<file path="src/rtl/damage_pkg.sv">
// Shared types and widths for the damage scheduler and its contact filters.
package damage_pkg;
   typedef enum logic [1:0] {PLAY, INVULN, DYING, OVER} state_t;

   localparam int CNT_W     = 7;
   localparam int TIMER_W   = 8;
   localparam int LIVES_W   = 2;
   localparam int SRC_IDX_W = 3;
endpackage

</file>
<file path="src/rtl/damage_scheduler_if.sv">
// Frame sync, hazard contacts and player-damage status exchanged with the scheduler.
interface damage_scheduler_if #(parameter int NUM_SRC = 4);
   import damage_pkg::*;

   logic                 vsync;
   logic [NUM_SRC-1:0]   hazard;
   logic                 restart;
   logic                 player_hurt;
   logic [SRC_IDX_W-1:0] hit_src;
   logic [LIVES_W-1:0]   lives;
   logic                 invulnerable;
   logic                 dying;
   logic                 game_over;

   modport master (output vsync, hazard, restart,
                   input  player_hurt, hit_src, lives, invulnerable, dying, game_over);
   modport slave  (input  vsync, hazard, restart,
                   output player_hurt, hit_src, lives, invulnerable, dying, game_over);
endinterface

</file>
<file path="src/rtl/damage_scheduler_contact_filter.sv">
// Per-source contact debouncer: a source is ripe once it has touched the player
// for HIT_TOLERANCE consecutive frame ticks and is still touching.
module contact_filter
   import damage_pkg::*;
#(
   parameter int HIT_TOLERANCE = 60
) (
   input  logic clk,
   input  logic reset_n,
   input  logic tick,
   input  logic hazard_i,
   input  logic clear,
   output logic ripe
);
   localparam logic [CNT_W-1:0] TOL = CNT_W'(HIT_TOLERANCE);

   logic [CNT_W-1:0] cnt;

   assign ripe = tick & hazard_i & (cnt == TOL);

   // Saturates at TOL so a held contact stays ripe on every tick.
   always_ff @(posedge clk or negedge reset_n) begin
      if (!reset_n)      cnt <= '0;
      else if (clear)    cnt <= '0;
      else if (tick) begin
         if (!hazard_i)  cnt <= '0;
         else if (cnt < TOL) cnt <= cnt + 1'b1;
      end
   end
endmodule

</file>
<file path="src/rtl/damage_scheduler.sv">
// Arbitrates filtered hazard contacts into hits, owns the lives count and runs
// the invulnerability, dying and game-over/restart sequence on frame ticks.
module damage_scheduler
   import damage_pkg::*;
#(
   parameter int NUM_SRC         = 4,
   parameter int HIT_TOLERANCE   = 60,
   parameter int INVULN_FRAMES   = 90,
   parameter int START_LIVES     = 3,
   parameter int GAMEOVER_FRAMES = 120
) (
   input  logic               clk,
   input  logic               reset_n,
   damage_scheduler_if.slave  bus
);
   localparam logic [LIVES_W-1:0] LIVES_INIT = LIVES_W'(START_LIVES);
   localparam logic [TIMER_W-1:0] T_INVULN   = TIMER_W'(INVULN_FRAMES);
   localparam logic [TIMER_W-1:0] T_DYING    = TIMER_W'(GAMEOVER_FRAMES);
   localparam logic [TIMER_W-1:0] T_ONE      = TIMER_W'(1);

   state_t               state, state_nx;
   logic [TIMER_W-1:0]   timer, timer_nx;
   logic [LIVES_W-1:0]   lives, lives_nx;
   logic [SRC_IDX_W-1:0] hit_src, hit_src_nx, win_idx;
   logic                 hurt_nx, player_hurt, inv_q, dying_q, over_q;
   logic                 vsync_q, tick, hit, clear;
   logic [NUM_SRC-1:0]   ripe;

   assign tick  = bus.vsync & ~vsync_q;
   assign hit   = (state == PLAY) && (|ripe) && (lives != '0);
   assign clear = (state != PLAY) || hit;

   for (genvar g = 0; g < NUM_SRC; g++) begin : g_src
      contact_filter #(.HIT_TOLERANCE(HIT_TOLERANCE)) u_cf (
         .clk      (clk),
         .reset_n  (reset_n),
         .tick     (tick),
         .hazard_i (bus.hazard[g]),
         .clear    (clear),
         .ripe     (ripe[g])
      );
   end

   // Descending scan so the lowest ripe index is the last one written.
   always_comb begin
      win_idx = '0;
      for (int i = NUM_SRC - 1; i >= 0; i--)
         if (ripe[i]) win_idx = SRC_IDX_W'(i);
   end

   always_comb begin
      state_nx   = state;
      timer_nx   = timer;
      lives_nx   = lives;
      hit_src_nx = hit_src;
      hurt_nx    = 1'b0;
      case (state)
         PLAY: if (hit) begin
            hurt_nx    = 1'b1;
            hit_src_nx = win_idx;
            lives_nx   = lives - 1'b1;
            if (lives == LIVES_W'(1)) begin
               state_nx = DYING;
               timer_nx = T_DYING;
            end else begin
               state_nx = INVULN;
               timer_nx = T_INVULN;
            end
         end
         INVULN: if (tick) begin
            timer_nx = timer - 1'b1;
            if (timer <= T_ONE) state_nx = PLAY;
         end
         DYING: if (tick) begin
            timer_nx = timer - 1'b1;
            if (timer <= T_ONE) state_nx = OVER;
         end
         OVER: if (bus.restart) begin
            state_nx = PLAY;
            lives_nx = LIVES_INIT;
            timer_nx = '0;
         end
         default: state_nx = PLAY;
      endcase
   end

   always_ff @(posedge clk or negedge reset_n) begin
      if (!reset_n) begin
         state       <= PLAY;
         timer       <= '0;
         lives       <= LIVES_INIT;
         hit_src     <= '0;
         player_hurt <= 1'b0;
         vsync_q     <= 1'b0;
         inv_q       <= 1'b0;
         dying_q     <= 1'b0;
         over_q      <= 1'b0;
      end else begin
         state       <= state_nx;
         timer       <= timer_nx;
         lives       <= lives_nx;
         hit_src     <= hit_src_nx;
         player_hurt <= hurt_nx;
         vsync_q     <= bus.vsync;
         inv_q       <= (state_nx == INVULN);
         dying_q     <= (state_nx == DYING);
         over_q      <= (state_nx == OVER);
      end
   end

   assign bus.player_hurt  = player_hurt;
   assign bus.hit_src      = hit_src;
   assign bus.lives        = lives;
   assign bus.invulnerable = inv_q;
   assign bus.dying        = dying_q;
   assign bus.game_over    = over_q;
endmodule

</file>
<file path="src/flat_wrapper.sv">
// flat-port wrapper written by rule: the top's interface ports become plain ports
module damage_scheduler_flat import damage_pkg::*;
#(
   parameter int NUM_SRC         = 4,
   parameter int HIT_TOLERANCE   = 60,
   parameter int INVULN_FRAMES   = 90,
   parameter int START_LIVES     = 3,
   parameter int GAMEOVER_FRAMES = 120
)
  (clk, reset_n, bus_vsync, bus_hazard, bus_restart, bus_player_hurt, bus_hit_src, bus_lives, bus_invulnerable, bus_dying, bus_game_over);
  damage_scheduler_if #(.NUM_SRC(NUM_SRC)) bus_i ();
  input  logic clk;
  input  logic reset_n;
  input wire logic [$bits(bus_i.vsync)-1:0] bus_vsync;
  input wire logic [$bits(bus_i.hazard)-1:0] bus_hazard;
  input wire logic [$bits(bus_i.restart)-1:0] bus_restart;
  output wire logic [$bits(bus_i.player_hurt)-1:0] bus_player_hurt;
  output wire logic [$bits(bus_i.hit_src)-1:0] bus_hit_src;
  output wire logic [$bits(bus_i.lives)-1:0] bus_lives;
  output wire logic [$bits(bus_i.invulnerable)-1:0] bus_invulnerable;
  output wire logic [$bits(bus_i.dying)-1:0] bus_dying;
  output wire logic [$bits(bus_i.game_over)-1:0] bus_game_over;
  assign bus_i.vsync = bus_vsync;
  assign bus_i.hazard = bus_hazard;
  assign bus_i.restart = bus_restart;
  assign bus_player_hurt = bus_i.player_hurt;
  assign bus_hit_src = bus_i.hit_src;
  assign bus_lives = bus_i.lives;
  assign bus_invulnerable = bus_i.invulnerable;
  assign bus_dying = bus_i.dying;
  assign bus_game_over = bus_i.game_over;
  damage_scheduler #(.NUM_SRC(NUM_SRC), .HIT_TOLERANCE(HIT_TOLERANCE), .INVULN_FRAMES(INVULN_FRAMES), .START_LIVES(START_LIVES), .GAMEOVER_FRAMES(GAMEOVER_FRAMES)) u_core (.clk(clk), .reset_n(reset_n), .bus(bus_i));
endmodule
</file>
<file path="config.mk">
export PLATFORM = sky130hd
export DESIGN_NAME = damage_scheduler_flat
export DESIGN_NICKNAME = d
export VERILOG_FILES = /design/src/rtl/damage_pkg.sv /design/src/rtl/damage_scheduler_if.sv /design/src/rtl/damage_scheduler_contact_filter.sv /design/src/rtl/damage_scheduler.sv /design/src/flat_wrapper.sv
export SDC_FILE = /design/constraint.sdc
export NUM_CORES = 1
export LEC_CHECK = 0
export ABC_AREA = 0
export CORE_ASPECT_RATIO = 0.75
export CORE_MARGIN = 10
export CORE_UTILIZATION = 51
export CTS_BUF_LIST = sky130_fd_sc_hd__clkbuf_4
export CTS_CLUSTER_DIAMETER = 40
export CTS_CLUSTER_SIZE = 12
export DETAILED_ROUTE_END_ITERATION = 10
export DONT_BUFFER_PORTS = 1
export PLACE_DENSITY = 0.66
export SETUP_SLACK_MARGIN = 0.15
export SLEW_MARGIN = 15
export SYNTH_ARGS = -nofsm -noshare
export SYNTH_HDL_FRONTEND = slang
export SYNTH_SLANG_ARGS = --single-unit
</file>
<file path="constraint.sdc">
create_clock -name clk -period 1.95 [get_ports clk]
set_clock_uncertainty 0.15 [all_clocks]
set_input_delay 0.195 -clock clk [delete_from_list [all_inputs] [get_ports clk]]
set_output_delay 0.195 -clock clk [all_outputs]
set_load 0.05 [all_outputs]
</file>
Word level (Yosys, flattened, before mapping)
Index checks and enable logic that the tools add are counted.
{"block": "op_classes", "n_addsub": 6, "n_lt_le_gt_ge": 5, "eq_ne": 18, "n_mux": 38, "n_bitwise": 10, "n_reduce_logical": 17}
{"operator": "7-bit two-way mux", "n": 16}
{"operator": "7-bit by 1-bit adder with 7-bit output (second input constant)", "n": 4}
{"operator": "7-bit by 6-bit == test with 1-bit output (second input constant)", "n": 4}
{"operator": "7-bit by 6-bit < comparator with 1-bit output (second input constant)", "n": 4}
{"operator": "8-bit two-way mux", "n": 3}
{"operator": "8-bit case mux with 3 select lines", "n": 1}
{"operator": "2-bit two-way mux", "n": 10}
{"operator": "3-bit by 1-bit != test with 1-bit output (second input constant)", "n": 4}
{"operator": "2-bit AND reduction", "n": 5}
{"operator": "1-bit bitwise AND", "n": 9}
{"operator": "3-bit two-way mux", "n": 3}
{"operator": "2-bit == test (second input constant)", "n": 4}
{"operator": "8-bit by 1-bit <= comparator with 1-bit output (second input constant)", "n": 1}
{"operator": "2-bit case mux with 4 select lines", "n": 1}
{"operator": "2-bit nonzero test", "n": 4}
{"operator": "8-bit by 1-bit subtractor with 8-bit output (second input constant)", "n": 1}
{"operator": "2-bit by 1-bit == test with 1-bit output (second input constant)", "n": 3}
{"operator": "6-bit two-way mux", "n": 1}
{"operator": "3-bit AND reduction", "n": 2}
{"operator": "2-bit by 1-bit != test with 1-bit output (second input constant)", "n": 2}
{"operator": "2-bit case mux with 2 select lines", "n": 1}
{"operator": "4-bit OR reduction", "n": 1}
{"operator": "1-bit logical AND", "n": 2}
{"operator": "2-bit logical NOT", "n": 1}
{"operator": "6 further kinds", "n": 7}
{"block": "totals", "register_bits": 48, "wordCells": 107}

Depth between registers and ports, before layout
Gate-level depths: netlist (run 1).
{"block": "depth", "depth_word": 10, "depth_mapped": 8, "depth_no_buf": 7}

By module
Synthesis (run 1) repeated with hierarchy kept, for this count alone.
{"block": "hier_totals", "cells_unflattened": 298, "area_unflattened_um2": 2999.1}
{"mod": "contact_filter", "instances": 4, "cells_per_inst": 45, "area_each_um2": 466.7}
{"mod": "damage_scheduler", "instances": 1, "cells_per_inst": 118, "area_each_um2": 1132.3}

Worst setup path before layout (run 1)
No wires, ideal clock.
{"block": "synth_path", "path_type": "register -> register", "from": "register u_core.lives[0], in the netlist u_core.bus.lives[0]", "to": "register u_core.timer[4]", "setup_time_ns": 0.126, "t_arrival_ns": 2.101, "t_required_ns": 1.674, "setup_slack_ns": -0.427, "stages_incl_launch_ff": 8, "n_path_buf": 0, "synth_period_minus_slack_ns": 2.377, "cell_sequence": "dfstp_2 -> inv_1 -> ha_1 -> nor3b_2 -> nand2_1 -> a41oi_4 -> nor2_1 -> a221o_1"}
{"block": "synth_via", "elab_chain_cells": 4}
{"element": "from (decl)", "line": "damage_scheduler.sv:23", "source": "logic [LIVES_W-1:0] lives, lives_nx;"}
{"element": "from (signal assigned)", "line": "damage_scheduler.sv:101", "source": "lives <= lives_nx;"}
{"element": "2-bit nonzero test", "line": "damage_scheduler.sv:30", "source": "assign hit = (state == PLAY) && (|ripe) && (lives != '0);"}
{"element": "1-bit logical AND", "line": "damage_scheduler.sv:30"}
{"element": "2-bit by 1-bit != test with 1-bit output (no source line)"}
{"element": "3-bit AND reduction (no source line)"}
{"element": "to (signal assigned)", "line": "damage_scheduler.sv:100", "source": "timer <= timer_nx;"}
{"element": "to (decl)", "line": "damage_scheduler.sv:22", "source": "logic [TIMER_W-1:0] timer, timer_nx;"}
No other way between the ends.
A chain may end at the register's enable or synchronous reset.

Worst setup path after layout (run 1)
{"block": "layout_path", "from": "register u_core.g_src[1].u_cf.cnt[0]", "to": "register u_core.timer[1]"}
{"block": "layout_via", "elab_chain_cells": 7}
{"element": "from (decl)", "line": "damage_scheduler_contact_filter.sv:17", "source": "logic [CNT_W-1:0] cnt;"}
{"element": "from (signal assigned)", "line": "damage_scheduler_contact_filter.sv:27", "source": "else if (cnt < TOL) cnt <= cnt + 1'b1;"}
{"element": "7-bit by 6-bit == test with 1-bit output", "line": "damage_scheduler_contact_filter.sv:19", "source": "assign ripe = tick & hazard_i & (cnt == TOL);"}
{"element": "1-bit bitwise AND", "line": "damage_scheduler_contact_filter.sv:19"}
{"element": "4-bit OR reduction", "line": "damage_scheduler.sv:30"}
{"element": "1-bit logical AND (2 in a row)", "line": "damage_scheduler.sv:30"}
{"element": "2-bit by 1-bit != test with 1-bit output (no source line)"}
{"element": "3-bit AND reduction (no source line)"}
No other way between the ends.

==> flow_summary.ini, run 1 <==
[status]
status = finished, violations left
violations = setup timing

[pwr]
pwr-share-comb_pct = 40.0
p_clk_share_pct = 20.4
p_int_mw = 1.97
p_leak_nw = 1.97
peakVddDrop_mv = 0.521
power.density_nw_per_um2 = 662
power_frac_seq_pct = 39.7
p_switching_mw = 1.04
switching_share_pct = 34.5

[clock_tree]
clkSlewWorstSetupHoldPaths_ns = 0.15
insertion_delay_ns = 0.40
cts_buffers = 5
cts.sinks = 47
cts_tree = built
cts-root-buf = clkbuf_4
cts_buffer_depth = 2
h-tree-depth = 2

[timing]
fin_hold_ws_ns = 0.0215
rsz0062_at_grt = yes
min_period_over_period_pct = 108
max_freq_mhz = 474
tightest_slew_ns = 0.512
min_period_ns = 2.11
layout_setup_ws_ns = -0.161
report.final.slew_viol_count = 0
setup_viol = 43
hold_viol_final = 0
max-slew-margin-rel_pct = 65.9

[placed_design]
placed_cells = 473
gp_congestion = 0.865
placement.io_buffers = 0
dpl.hpwl_um = 5790
place_area_sq_um = 3750

[critical_path]
end_kind = flop
crit_arrival_ns = 2.25
crit_required_ns = 2.09
crit_path_max_fanout = 6
path_class = flop to flop
cp-start-kind = flop

[worst_hold_path]
hold_path_class = input port to flop

[detailed_routing]
via_count = 3153
drc = 0
initialDrtViolationCount = 208
routed_wl_um = 9790
dr.pass1.iters = 5
viasPerCell = 6.09
ant_nets = 0
wl_per_cell_um = 18.9

[synth]
ys_seq_area_share_pct = 39.6
ys_warn_count = 0
ys_ff_latch = 47
synth_top_area_share_pct = 37.8
syn_nets = 360
synth_flop_cell = dfrtp_1
avgSynthCellArea_sq_um = 8.86
synth-async-reset-ratio_pct = 100
yosysUniqueCellTypes = 67
netlist_instances = 336
synth_edf_count = 0
synth_area_leaders = dfrtp_1, ha_1, a21oi_1
syn_area_sq_um = 2980
synth_top_cell_by_area = dfrtp_1

[final_layout]
stdcell_count = 518
area_growth_pct = 52.7
final_nets = 466
fin_area_sq_um = 4540
layout_commonest_cell = buf_4
drive_gt1_share_pct = 45.8
n_antenna_cell = 0
final_cell_mix = buf_4, dfrtp_1, nand2_1
register_area_sq_um = 1180
final_util_pct = 82.7
multi_input_area_sq_um = 2100
fillers = 299

[global_route]
grt_pass1_vias = 3030
grtUsageTotal_pct = 20.7
grt_pass1_wl_um = 15700
antenna_found_initial = 0
grt_max_degree = 48
grt-ovfl-total = 0

[floorplan]
dieArea_sq_um = 9320
row_count = 23
ioPinCount = 17
die_h_um = 86.1
initial_utilization_pct = 54.1
coreArea_sq_um = 5500
die_x_um = 108

[flow_run]
drv_cap = 0
-- critical path, stage by stage, from the launching register on --
cell and delay [ns]:
dfrtp_1 0.44, inv_2 0.09, ha_4 0.12, nand2_2 0.05
or3_4 0.39, a41oi_4 0.34, o21ai_2 0.13, mux2_4 0.30
-- through the flow --
stage | setup WS [ns] | power [mW] | TNS [ns]
after floorplan | -0.279 | 1.70 | -2.81
after global placement | -0.128 | 2.03 | -0.591
after detailed placement | -0.166 | 2.06 | -1.22
after CTS | -0.0969 | 2.86 | -0.756
after global routing | -0.213 | 3.16 | -6.33
final | -0.161 | 3.01 | -2.87
-- power by group through the flow --
stage / Sequential, mW / Combinational (mW) / Clock (mW)
finish: 1.19 / 1.20 / 0.614
global route: 1.21 / 1.30 / 0.655
CTS: 1.19 / 1.06 / 0.613
detailed placement: 1.20 / 0.859 / 0
global placement: 1.20 / 0.835 / 0
floorplan: 1.26 / 0.436 / 0
-- cells in the mapped netlist (all sizes together) (2+ instances only) --
library cell / count
a211oi: 2
a21o: 5
a21oi: 26
a221oi: 2
a311oi: 3
a31oi: 10
a32oi: 2
a41o: 2
a41oi: 3
and3: 3
buf: 6
clkbuf: 10
dfrtp: 45
dfstp: 2
ha: 16
inv: 18
mux2: 2
mux2i: 2
nand2: 34
nand2b: 2
nand3: 24
nand3b: 3
nand4: 5
nand4b: 4
nor2: 27
nor2b: 4
nor3: 11
nor3b: 8
nor4: 4
nor4b: 5
o21ai: 16
o2bb2ai: 2
o41ai: 2
or3: 5
-- final timing paths --
path	startpoint	depth (start not counted)	slack, ns	to
max	u_core.g_src[1].u_cf.cnt[0]$_DFFE_PN0P_	7	-0.16	u_core.timer[1]$_DFFE_PN0P_
min	bus_hazard[1]	3	0.02	u_core.g_src[1].u_cf.cnt[3]$_DFFE_PN0P_
max reg2reg	u_core.g_src[1].u_cf.cnt[0]$_DFFE_PN0P_	7	-0.16	u_core.timer[1]$_DFFE_PN0P_
min reg2reg	u_core.timer[7]$_DFFE_PN0P_	1	0.42	u_core.timer[7]$_DFFE_PN0P_
max in group asynchronous	reset_n	2	1.22	u_core.bus.lives[0]$_DFFE_PN1P_
min in group asynchronous	reset_n	2	0.14	u_core.g_src[1].u_cf.cnt[4]$_DFFE_PN0P_
-- metal layers --
metal	part of all wire, %	GRT usage (%)
met1	45	28.5
met5	0	0
met3	7.0	4.41
met4	2.2	4.48
met2	46	32.3
-- cell type report --
| class | count | area share [%] |
|---|---|---|
| Multi-Input combinational cell | 255 | 46.1 |
| Sequential cell | 47 | 26.0 |
| Timing Repair Buffer | 115 | 22.7 |
| Tap cell | 75 | 2.06 |
| Inverter | 18 | 1.49 |
| Clock inverter | 3 | 0.854 |
| Clock buffer | 5 | 0.826 |
-- flip-flops by register name (all words and copies together) (netlist names), 2 cells and up --
| name | count |
|---|---|
| u_core.bus.hit_src | 2 |
| u_core.bus.lives | 2 |
| u_core.g_src.u_cf.cnt | 28 |
| u_core.state | 2 |
| u_core.timer | 8 |
-- cell families (layout without fill, tap and decap cells) --
group / count (synthesis) / count (layout) / share of synthesized area, %
AO/OA/AOI/OAI: 90 / 90 / 21.2
flip-flops: 47 / 47 / 39.6
buffers and inverters: 34 / 141 / 4.54
AND/OR/NAND/NOR: 144 / 144 / 26.2
multiplexers: 4 / 4 / 1.56
other: 1 / 1 / 0.126
adder cells (fa/ha/maj): 16 / 16 / 6.73
-- what timing repair did --
action	in CTS	in global routing
endpoints found under the hold margin	67	0
resized for setup	53	36
endpoints found under the setup margin	44	45
pin swaps	13	12
setup buffers	19	6
gates cloned	4	0
hold buffers	8	0
No activity file was read; power rests on OpenSTA's default activity.
==> inputs of run 2 (changes only) <==
Settings changed: PLACE_DENSITY 0.66 to 0.63.
Clock period 1.95 ns to 2.4 ns, I/O delays scaled along.
==> run 2 against run 1 <==
Compared with the run above:
- the run now ends clean
- routed wire length shrank 27%
- count of clock-buffer cells in the layout up 2
- hold slack improved by 0.027 ns
- sequential power is 13% lower
- non-clock buffer count fell by 87
- global-route usage is 4.5 points lower
- flip-flop and latch count is the same
==> flow_summary.ini, run 2 (synthesis gave the netlist of run 1 again) <==
[final_layout]
final_cell_mix = dfrtp_1, nand2_1, nor2_1
top_register = u_core.g_src.u_cf.cnt
largest_register_ff_count = 28
final_nets = 379
reg_top3 = u_core.g_src.u_cf.cnt: 28 flops, u_core.timer: 8 flops
area_growth_pct = 13.1
n_antenna_cell = 0
layout_commonest_cell = dfrtp_1
drive_gt1_share_pct = 15.4
fillers = 509

[critical_path]
crit_path_max_fanout = 6
critPathBufInv = 1
crit_arrival_ns = 2.28
max_stage_delay_ns = 0.57
path_class = flop to flop
crit_required_ns = 2.50
crit_path_start = u_core.bus.lives[0]$_DFFE_PN1P_
critPathTopFamily = compound AO/OA/AOI/OAI gates
r2r_slack_ns = 0.22
r2r-start = u_core.bus.lives[0]$_DFFE_PN1P_
end_kind = flop
crit_slowest_cell = dfstp_2
rr_worst_depth = 7
cp-start-kind = flop
r2r_end = u_core.timer[4]$_DFFE_PN0P_
path_cells = inv_2, ha_2, nor3b_4, nand2_2, a41oi_4, nor2_1, a221o_1

[detailed_routing]
dr.pass1.iters = 4
routed_wl_um = 7160
via_count = 2628
ant_nets = 0
wl_per_cell_um = 16.6
viasPerCell = 6.10
drc = 0
initialDrtViolationCount = 132

[global_route]
antenna_found_initial = 0
grt_max_degree = 48
grt_pass1_wl_um = 12500
grtUsageTotal_pct = 16.2
grt_pass1_vias = 2471
grt-ovfl-total = 0

[pwr]
switching_share_pct = 34.3
p_switching_uw = 640
pwr-share-comb_pct = 23.2
p_leak_nw = 1.46
p_int_mw = 1.23
p_clk_share_pct = 21.0
peakVddDrop_mv = 0.403
power_frac_seq_pct = 55.9
power.density_nw_per_um2 = 554
p_total_mw = 1.87

[timing]
max_freq_mhz = 460
min_period_ns = 2.18
rsz0062_at_grt = yes
min_period_over_period_pct = 90.7
hold_viol_final = 0
max-slew-margin-rel_pct = 59.5
tightest_slew_ns = 0.601
report.final.slew_viol_count = 0
tns_ns = 0
setup_viol = 0

[clock_tree]
h-tree-depth = 2
cts_tree = built
clkSlewWorstSetupHoldPaths_ns = 0.14
cts.sinks = 47
cts-root-buf = clkbuf_4
cts_buffer_depth = 2
cts_buffers = 5
insertion_delay_ns = 0.36

[worst_hold_path]
whs_path_depth = 3
hold_path_class = input port to flop
min_from = bus_restart
min_to = u_core.timer[3]$_DFFE_PN0P_

[placed_design]
dpl.hpwl_um = 5070
gp_congestion = 0.910
placement.io_buffers = 0

[flow_run]
drv_cap = 0

[floorplan]
die_h_um = 86.1
row_count = 23
dieArea_sq_um = 9320
ioPinCount = 17
die_x_um = 108
coreArea_sq_um = 5500
initial_utilization_pct = 54.1

[status]
status = completed
run 2: changes by cell type in the layout (fill, tap and decap cells not counted), moves of 10 or more:
cell	change
buf_4	-70
a21oi_2	-10
buf_6	-11
a21oi_1	+12
run 2: metal layers:
metal	vias to the layer above	global-route usage, %	wire length [um]
met5	-	0	0
met4	0	4.00	32
met3	2	3.21	343
met2	60	21.7	3040
met1	1275	25.1	3740
li1	1291	-	-
run 2: power groups by stage:
stage / sequential, mW / combinational, mW / clock (mW)
final: 1.04 / 0.432 / 0.391
after global routing: 1.06 / 0.497 / 0.436
after CTS: 1.04 / 0.425 / 0.400
after detailed placement: 1.05 / 0.390 / 0
after global placement: 1.05 / 0.377 / 0
after floorplan: 1.02 / 0.299 / 0
run 2: layout make-up:
class	count	area, sq um	share of cell area (%)
clock buffers	7	52.6	1.56
clock inverters	1	5.00	0.149
inverters	18	67.6	2.01
multi-input cells	255	1710	50.9
flip-flops and latches	47	1180	35.1
well taps	75	93.8	2.79
repair buffers	28	253	7.51
run 2: worst min-delay path, delay by kind of cell:
kind             cells  cell delay, ns
AO/OA/AOI/OAI        1            0.17
AND/OR/NAND/NOR      2            0.12
run 2: metrics by stage:
stage / hold slack [ns] / instance area, sq um / utilization [%] / setup WS [ns] / cells
after floorplan: -0.206 / 2980 / - / 0.161 / 336
after global placement: -0.204 / 3150 / 57.4 / 0.283 / 414
after detailed placement: -0.204 / 3150 / 57.4 / 0.221 / 414
after CTS: 0.0424 / 3300 / 60.0 / 0.175 / 429
after global routing: 0.0379 / 3370 / 61.2 / 0.119 / 431
final: 0.0486 / 3370 / 61.2 / 0.224 / 431
run 2: worst max-delay path by stage:
stage | slack, ns | cells after the start | to
finish | 0.22 | 7 | u_core.timer[4]$_DFFE_PN0P_
global route | 0.12 | 7 | u_core.timer[4]$_DFFE_PN0P_
CTS | 0.18 | 6 | u_core.bus.game_over$_DFF_PN0_
detailed placement | 0.22 | 7 | u_core.timer[1]$_DFFE_PN0P_
global placement | 0.28 | 7 | u_core.timer[4]$_DFFE_PN0P_
floorplan | 0.16 | 7 | u_core.timer[4]$_DFFE_PN0P_
run 2: timing repair:
| action | 4_1_cts | 5_1_grt |
|---|---|---|
| gates resized for setup | 0 | 13 |
| setup buffers | 0 | 2 |
| endpoints found under the hold margin | 66 | 0 |
| endpoints found under the setup margin | 0 | 18 |
| hold buffers | 7 | 0 |
==> inputs of run 3 (changes only) <==
Settings changed: REMOVE_ABC_BUFFERS set to 1, TNS_END_PERCENT set to 100.
==> run 3 against run 2 <==
Compared with the run above:
- sequential share of layout area up 0.083 points
- first-iteration DRC count is 3.0% lower
- register-to-register slack improved by 0.05 ns
- via count is 2.1% higher
- setup slack improved by 0.050 ns
- maximum frequency rose by 2.4%
- hold slack worse by 0.027 ns
- die area stayed put
- routed wire length is 3.0% lower
- combinational power decreased by 4%
- power rose by 3.9%
==> flow_summary.ini, run 3 (synthesis gave the netlist of run 1 again) <==
[final_layout]
largest_register_ff_count = 28
register_area_sq_um = 1180
final_cell_mix = dfrtp_1, nand2_1, nor2_1
stdcell_count = 429
final_nets = 377
multi_input_area_sq_um = 1690
layout_commonest_cell = dfrtp_1
area_growth_pct = 12.6
top_register = u_core.g_src.u_cf.cnt
reg_top3 = u_core.g_src.u_cf.cnt: 28 flops, u_core.timer: 8 flops
drive_gt1_share_pct = 13.3
n_antenna_cell = 0
fillers = 494

[pwr]
p_int_mw = 1.30
p_leak_nw = 1.46
peakVddDrop_mv = 0.395
power.density_nw_per_um2 = 578
p_clk_share_pct = 24.7
switching_share_pct = 33.1
power_frac_seq_pct = 54.0
p_total_mw = 1.94
pwr-share-comb_pct = 21.3
p_switching_uw = 642

[status]
status = completed

[timing]
min_period_ns = 2.13
tightest_slew_ns = 0.596
max_freq_mhz = 470
max-slew-margin-rel_pct = 60.3
report.final.slew_viol_count = 0
fin_hold_ws_ns = 0.0219
rsz0062_at_grt = yes
hold_viol_final = 0
tns_ns = 0
setup_viol = 0
min_period_over_period_pct = 88.6

[clock_tree]
cts_buffer_depth = 2
cts_tree = built
cts.sinks = 47
cts-root-buf = clkbuf_4
cts_buffers = 5
insertion_delay_ns = 0.37
h-tree-depth = 2
clkSlewWorstSetupHoldPaths_ns = 0.13

[global_route]
grtUsageTotal_pct = 15.2
antenna_found_initial = 0
grt-ovfl-total = 0
grt_max_degree = 48
grt_pass1_vias = 2429
grt_pass1_wl_um = 11800

[floorplan]
row_count = 23
ioPinCount = 17
die_x_um = 108
die_h_um = 86.1
initial_utilization_pct = 54.1
coreArea_sq_um = 5500
dieArea_sq_um = 9320

[critical_path]
crit_required_ns = 2.50
crit_arrival_ns = 2.23
end_kind = flop
cp-start-kind = flop
path_class = flop to flop
crit_path_max_fanout = 10

[flow_run]
drv_cap = 0

[detailed_routing]
initialDrtViolationCount = 128
dr.pass1.iters = 5
ant_nets = 0
drc = 0
routed_wl_um = 6950
viasPerCell = 6.25
wl_per_cell_um = 16.2
via_count = 2683

[placed_design]
placement.io_buffers = 0
gp_congestion = 0.939
dpl.hpwl_um = 4900
placed_cells = 413

[worst_hold_path]
hold_path_class = input port to flop
[run 3: cell types whose count changed in the layout (fill, tap and decap cells not counted), sizes merged]
cell,delta
clkbuf,-2
clkinv,+1
bufinv,+1
buf,-2
[run 3: timing repair]
item | 4_1_cts | 5_1_grt
endpoints found under the hold margin | 66 | 0
hold buffers | 7 | 0
buffers inserted | 0 | 1
gates resized for setup | 0 | 8
endpoints found under the setup margin | 0 | 11
[run 3: cell type report]
cell class | count | area share (%)
Clock buffer | 5 | 1.12
Clock inverter | 3 | 1.16
Inverter | 18 | 2.02
Multi-Input combinational cell | 255 | 50.5
Sequential cell | 47 | 35.2
Tap cell | 75 | 2.80
Timing Repair Buffer | 26 | 7.24
[run 3: worst paths after layout]
| check | start | depth (start not counted) | slack [ns] | to |
|---|---|---|---|---|
| min in group asynchronous | reset_n | 2 | 0.22 | u_core.bus.player_hurt$_DFF_PN0_ |
| max reg2reg | u_core.g_src[3].u_cf.cnt[0]$_DFFE_PN0P_ | 8 | 0.27 | u_core.timer[4]$_DFFE_PN0P_ |
| min reg2reg | u_core.g_src[0].u_cf.cnt[6]$_DFFE_PN0P_ | 2 | 0.38 | u_core.g_src[0].u_cf.cnt[6]$_DFFE_PN0P_ |
| max | u_core.g_src[3].u_cf.cnt[0]$_DFFE_PN0P_ | 8 | 0.27 | u_core.timer[4]$_DFFE_PN0P_ |
| max in group asynchronous | reset_n | 2 | 1.58 | u_core.bus.lives[1]$_DFFE_PN1P_ |
| min | bus_restart | 3 | 0.02 | u_core.timer[3]$_DFFE_PN0P_ |
[run 3: metal layers]
| layer | vias up | track usage [%] | wire, um |
|---|---|---|---|
| met3 | 7 | 3.89 | 485 |
| met1 | 1321 | 21.1 | 3390 |
| met4 | 0 | 2.54 | 40 |
| met2 | 84 | 23.4 | 3030 |
| li1 | 1271 | - | - |
| met5 | - | 0 | 0 |
[run 3: critical path, cell delays in order (launching register included)]
cell and delay [ns]:
dfrtp_1 0.41, inv_1 0.07, ha_1 0.19, nand2_1 0.09, nor3_2 0.07, o41ai_2 0.40, buf_4 0.24, o21ai_0 0.11
a221o_1 0.29
[run 3: stage by stage]
| step | utilization (%) | area, sq um | worst slack [ns] |
|---|---|---|---|
| 6_report | 61.0 | 3350 | 0.274 |
| 5_1_grt | 61.0 | 3350 | 0.121 |
| 4_1_cts | 60.3 | 3310 | 0.178 |
| 3_5_place_dp | 57.3 | 3150 | 0.195 |
| 3_3_place_gp | 57.3 | 3150 | 0.262 |
| 2_1_floorplan | - | 2910 | -0.246 |
[run 3: power by group through the flow]
stage | clock (mW) | sequential (mW) | combinational [mW]
global route | 0.522 | 1.07 | 0.471
CTS | 0.485 | 1.04 | 0.410
finish | 0.478 | 1.05 | 0.413
floorplan | 0 | 1.02 | 0.287
detailed placement | 0 | 1.06 | 0.375
global placement | 0 | 1.06 | 0.366
==> variant 1, RTL diff (config.mk and constraints of run 1) <==
The 4 states of `state_t` get a one-hot encoding in 4 bits.
--- a/src/rtl/damage_pkg.sv
+++ b/src/rtl/damage_pkg.sv
@@ -1,6 +1,6 @@
 // Shared types and widths for the damage scheduler and its contact filters.
 package damage_pkg;
-   typedef enum logic [1:0] {PLAY, INVULN, DYING, OVER} state_t;
+   typedef enum logic [3:0] {PLAY = 4'b0001, INVULN = 4'b0010, DYING = 4'b0100, OVER = 4'b1000} state_t;
 
    localparam int CNT_W     = 7;
    localparam int TIMER_W   = 8;
Function: no difference found for any inputs over 10 cycles, from zero or initial values and one cycle with reset_n low; not proved beyond that.
==> variant 1 against run 1 <==
- the run still ends with negative setup slack left
- area after synthesis shrank 4.5%
- cell area fell by 9.4%
- worst setup slack lost 20 ps
- die area down 3.6%
- wire length shrank 12%
- sequential share of layout area up 3.9 points
- worst hold slack got worse by 19 ps
- sequential cell count is 2 higher
- non-clock buffer count decreased by 16
- critical path type unchanged
- largest cell class unchanged
Power is not compared: it rests on default switching activity, and its combinational part moved more than twofold at a synthesized area within 25%.
==> variant 1: results (changes against run 1) <==
| Metric | Value |
|---|---|
| Outcome | `finished, violations left (unchanged)` |
| Failing checks | `negative setup slack (unchanged)` |
| Share of post-route cells with drive strength above 1 | `41.7% (was 45.8%)` |
| Slew headroom | `64.3% (was 65.9%)` |
| Number of vias per cell | `5.97 (was 6.09)` |
| Drt initial violations | `127 (was 208)` |
| Gp weighted congestion | `0.884 (was 0.865)` |
| Total Routed Length | `8660 um (was 9790 um)` |
| Met3 routed WL | `611 um (was 683 um)` |
| Sequential fraction of the synthesis area | `43.3% (was 39.6%)` |
| Number of placed instances, taps included | `435 (was 473)` |
| Worst-Skew Late Latency | `380 ps (was 400 ps)` |
| Average cell area after synthesis | `9.19 um^2 (was 8.86 um^2)` |
| Routed met2 length | `4090 um (was 4520 um)` |
| Synth unique cells | `58 (was 67)` |
| Regs by FF count | `u_core.g_src.u_cf.cnt (28), u_core.timer (8), u_core.state (4) (was u_core.g_src.u_cf.cnt (28), u_core.timer (8))` |
| First-pass GRT wire length | `13500 um (was 15700 um)` |
| CP startpoint | `u_core.g_src[0].u_cf.cnt[0] (was u_core.g_src[1].u_cf.cnt[0])` |
| Slowest-stage cell, CP | `o41ai_4 (was dfrtp_1)` |
| Syn Nets | `329 (was 360)` |
| PnR worst setup slack | `-181 ps (was -161 ps)` |
| Non-filler instance count after layout | `480 (was 518)` |
| Setup WS pre-CTS | `-231 ps (was -166 ps)` |
| Met1 usage | `23.7% (was 28.5%)` |
| Nets | `425 (was 466)` |
| Fillers | `349 (was 299)` |
| Crit path to | `u_core.g_src[0].u_cf.cnt[4] (was u_core.timer[1])` |
| M3 GR Usage | `4.66% (was 4.41%)` |
| P_leak | `1.87 nW` |
| Largest net degree at the start of global routing | `50 (was 48)` |
| Max incr delay on CP | `410 ps (was 440 ps)` |
| R2R Path Start | `u_core.g_src[0].u_cf.cnt[0] (was u_core.g_src[1].u_cf.cnt[0])` |
| Endpoints failing setup | `46 (was 43)` |
| Hpwl dp | `5060 um (was 5790 um)` |
| Area contributors post-synth | `dfrtp_1 41%, ha_1 5.3%, o21ai_0 4.1%, nand2_1 3.7%, nand4_1 3.5% (was dfrtp_1 38%, ha_1 6.7%, a21oi_1 4.4%, nand2_1 4.3%, nand3_1 4.0%)` |
variant 1: cell families (layout without fill, tap and decap cells):
family / count (synthesis) / count (layout) / synth area share (%)
AO/OA/AOI/OAI: 85 / 87 / 20.8
XOR/XNOR: 2 / 2 / 0.617
adder cells (fa/ha/maj): 12 / 12 / 5.29
buffers and inverters: 34 / 128 / 5.29
flip-flops: 49 / 49 / 43.3
multiplexers: 5 / 5 / 1.76
other: 1 / 1 / 0.132
AND/OR/NAND/NOR: 121 / 121 / 22.8
variant 1: metrics by stage:
| stage | setup TNS [ps] | area [um^2] | hold WS, ps |
|---|---|---|---|
| 6_report | -5350 | 4120 | 2.20 |
| 3_5_place_dp | -5000 | 3450 | -249 |
| 2_1_floorplan | -636 | 2950 | -251 |
| 3_3_place_gp | -3560 | 3450 | -249 |
| 4_1_cts | -2990 | 3940 | 24.0 |
| 5_1_grt | -8050 | 4120 | 7.29 |
variant 1: worst min path at each step:
stage / from / endpoint / slack (ps) / cells past startpoint
final: bus_restart / u_core.bus.game_over / 2 / 3
after global routing: bus_restart / u_core.bus.game_over / 7 / 3
after detailed placement: reset_n / u_core.g_src[0].u_cf.cnt[3] / -250 / 0
after floorplan: reset_n / u_core.bus.dying / -250 / 0
after global placement: reset_n / u_core.g_src[0].u_cf.cnt[3] / -250 / 0
after CTS: bus_restart / u_core.state[3] / 20 / 3
variant 1: area by class of cell:
cell class	instances	area share, %
Inverter	22	2.00
Tap cell	75	2.28
Sequential cell	49	29.9
Multi-Input combinational cell	228	43.5
Clock inverter	2	0.851
Timing Repair Buffer	99	20.5
Clock buffer	5	0.911
variant 1: repair_timing:
action,CTS,global route
resized for setup,43,22
endpoints found under the setup margin,48,48
gates cloned,2,0
hold endpoints to repair,78,0
pin swaps,29,20
hold buffers,8,0
setup buffers,17,11
==> variant 2, RTL diff (config.mk and constraints of run 1) <==
Made on the original files. Set the package constant `CNT_W` to 6 (it was 7).
--- a/src/rtl/damage_pkg.sv
+++ b/src/rtl/damage_pkg.sv
@@ -2,7 +2,7 @@
 package damage_pkg;
    typedef enum logic [1:0] {PLAY, INVULN, DYING, OVER} state_t;
 
-   localparam int CNT_W     = 7;
+   localparam int CNT_W     = 6;
    localparam int TIMER_W   = 8;
    localparam int LIVES_W   = 2;
    localparam int SRC_IDX_W = 3;
Check against the original RTL: same outputs for any inputs over 10 cycles, from zero or initial values and one cycle with reset_n low; that may be too few to reach the edited logic, so the function may still have changed.
==> variant 2 against run 1 <==
- the flow finishes with violations (negative hold slack, negative setup slack)
- area after synthesis down 9.2%
- cell area down 15%
- power down 21%
- utilization down 5.4 points
- sequential cell count down 4
- sequential share of layout area up 1.9 points
- sequential power down 9%
- wire length down 18%
- worst setup slack worse by 6.1 ps
==> variant 2: results (changes against run 1) <==
| Metric | Value |
|---|---|
| Outcome | `finished, violations left (unchanged)` |
| Failing checks | `negative hold slack, negative setup slack (was negative setup slack)` |
| Area contributors post-synth | `dfrtp_1 38%, ha_1 7.4%, nor2_1 5.1%, nand2_1 4.2%, a21oi_1 3.9% (was dfrtp_1 38%, ha_1 6.7%, a21oi_1 4.4%, nand2_1 4.3%, nand3_1 4.0%)` |
| GR Util All Layers | `16.7% (was 20.7%)` |
| Vias in the first global route | `2488 (was 3030)` |
| Met3 routed WL | `458 um (was 683 um)` |
| Pre-antenna DRT Iters | `7 (was 5)` |
| Crit path required time | `2050 ps (was 2090 ps)` |
| Nets | `416 (was 466)` |
| Number of placed instances, taps included | `432 (was 473)` |
| DR WL/cell | `17.2 um (was 18.9 um)` |
| Max incr delay on CP | `400 ps (was 440 ps)` |
| Hold_ws | `-0.392 ps (was 21.5 ps)` |
| Placed instance area | `0.00329 mm^2 (was 0.00375 mm^2)` |
| Post-synth top cells | `41 x dfrtp_1, 37 x nor2_1, 30 x nand2_1 (was 45 x dfrtp_1, 34 x nand2_1, 27 x nor2_1)` |
| Endpoints failing setup | `38 (was 43)` |
| Syn Nets | `330 (was 360)` |
| Non-filler instance count after layout | `465 (was 518)` |
| M1 WL | `3610 um (was 4360 um)` |
| Crit-path leading delay family | `simple AND/OR/NAND/NOR gates (was compound AO/OA/AOI/OAI gates)` |
| PnR worst setup slack | `-167 ps (was -161 ps)` |
| Worst-Skew Late Latency | `370 ps (was 400 ps)` |
| Sequential fraction of the synthesis area | `39.9% (was 39.6%)` |
| Synth unique cells | `57 (was 67)` |
| Worst vdd ir | `0.000589 V (was 0.000521 V)` |
| Hpwl dp | `4750 um (was 5790 um)` |
| Setup WS pre-CTS | `-139 ps (was -166 ps)` |
| Largest net degree at the start of global routing | `44 (was 48)` |
| Drt initial violations | `173 (was 208)` |
| Routed met2 length | `3830 um (was 4520 um)` |
| Clk slew on worst S/H paths | `130 ps (was 150 ps)` |
| Gp weighted congestion | `0.877 (was 0.865)` |
| P_leak | `1.71 nW (was 1.97 nW)` |
| Endpoints failing hold | `1 (was 0)` |
==> variant 2: cell types whose count changed in the layout (fill, tap and decap cells not counted), moves of 4 or more <==
cell / change
buf_4: -15
nor3_1: +6
and2_1: +4
a31oi_1: -5
nand3_1: -9
nand4b_1: -4
nor2_1: +14
a22oi_1: +4
nand2_2: -4
nor2_4: -6
buf_6: -9
==> variant 2: per-layer routing <==
metal  up-vias  GRT usage [%]
met5         -              0
met4         0           2.38
met3        14           4.71
met2        78           25.6
met1      1306           23.3
li1       1261              -
==> variant 2: worst paths after layout <==
check,from,endpoint,slack (ps),depth (start not counted)
max in group asynchronous,reset_n,u_core.bus.lives[1],1210,2
min,bus_hazard[1],u_core.g_src[1].u_cf.cnt[0],-0.4,3
min in group asynchronous,reset_n,u_core.timer[3],170,2
max reg2reg,u_core.g_src[2].u_cf.cnt[1],u_core.bus.invulnerable,-170,8
min reg2reg,u_core.timer[7],u_core.timer[7],430,1
max,u_core.g_src[2].u_cf.cnt[1],u_core.bus.invulnerable,-170,8
==> variant 2: area by class of cell <==
| cell class | instances | area [um^2] |
|---|---|---|
| flip-flops and latches | 43 | 1080 |
| fillers | 360 | 1140 |
| repair buffers | 89 | 778 |
| clock buffers | 7 | 52.6 |
| well taps | 72 | 90.1 |
| clock inverters | 1 | 5.00 |
| inverters | 23 | 88.8 |
| multi-input cells | 230 | 1780 |
==> variant 2: worst register-to-register path: cells and delay by family (launching register included) <==
| family | cells | cell delay (ps) |
|---|---|---|
| adder cells (fa/ha/maj) | 1 | 160 |
| buffers and inverters | 3 | 410 |
| flip-flops | 1 | 400 |
| AO/OA/AOI/OAI | 1 | 320 |
| AND/OR/NAND/NOR | 3 | 570 |
==> variant 2: logic make-up (layout without fill, tap and decap cells) <==
kind of cell | Yosys count | count (layout) | synth area share [%]
mux | 2 | 2 | 0.926
compound gates | 71 | 71 | 18.8
flops | 43 | 43 | 39.9
other cells | 1 | 1 | 0.139
buf+inv | 33 | 120 | 5.88
fa+ha+maj | 16 | 16 | 7.41
xor+xnor | 4 | 4 | 1.30
simple gates | 136 | 136 | 25.6
==> variant 2: report_power, final <==
group | leakage, nW | internal [mW] | switching [mW]
registers | 0.535 | 1.00 | 0.0750
clock network | 0.0361 | 0.169 | 0.307
logic | 1.14 | 0.430 | 0.393
total | 1.71 | 1.60 | 0.774
==> variant 2: what timing repair did <==
item                       in CTS  in global routing
pin swaps                      13                 15
hold buffers                    7                  0
gates cloned                    2                  0
setup endpoints to repair      42                 42
hold endpoints to repair       65                  0
setup buffers                   8                  8
gates resized for setup        31                 30
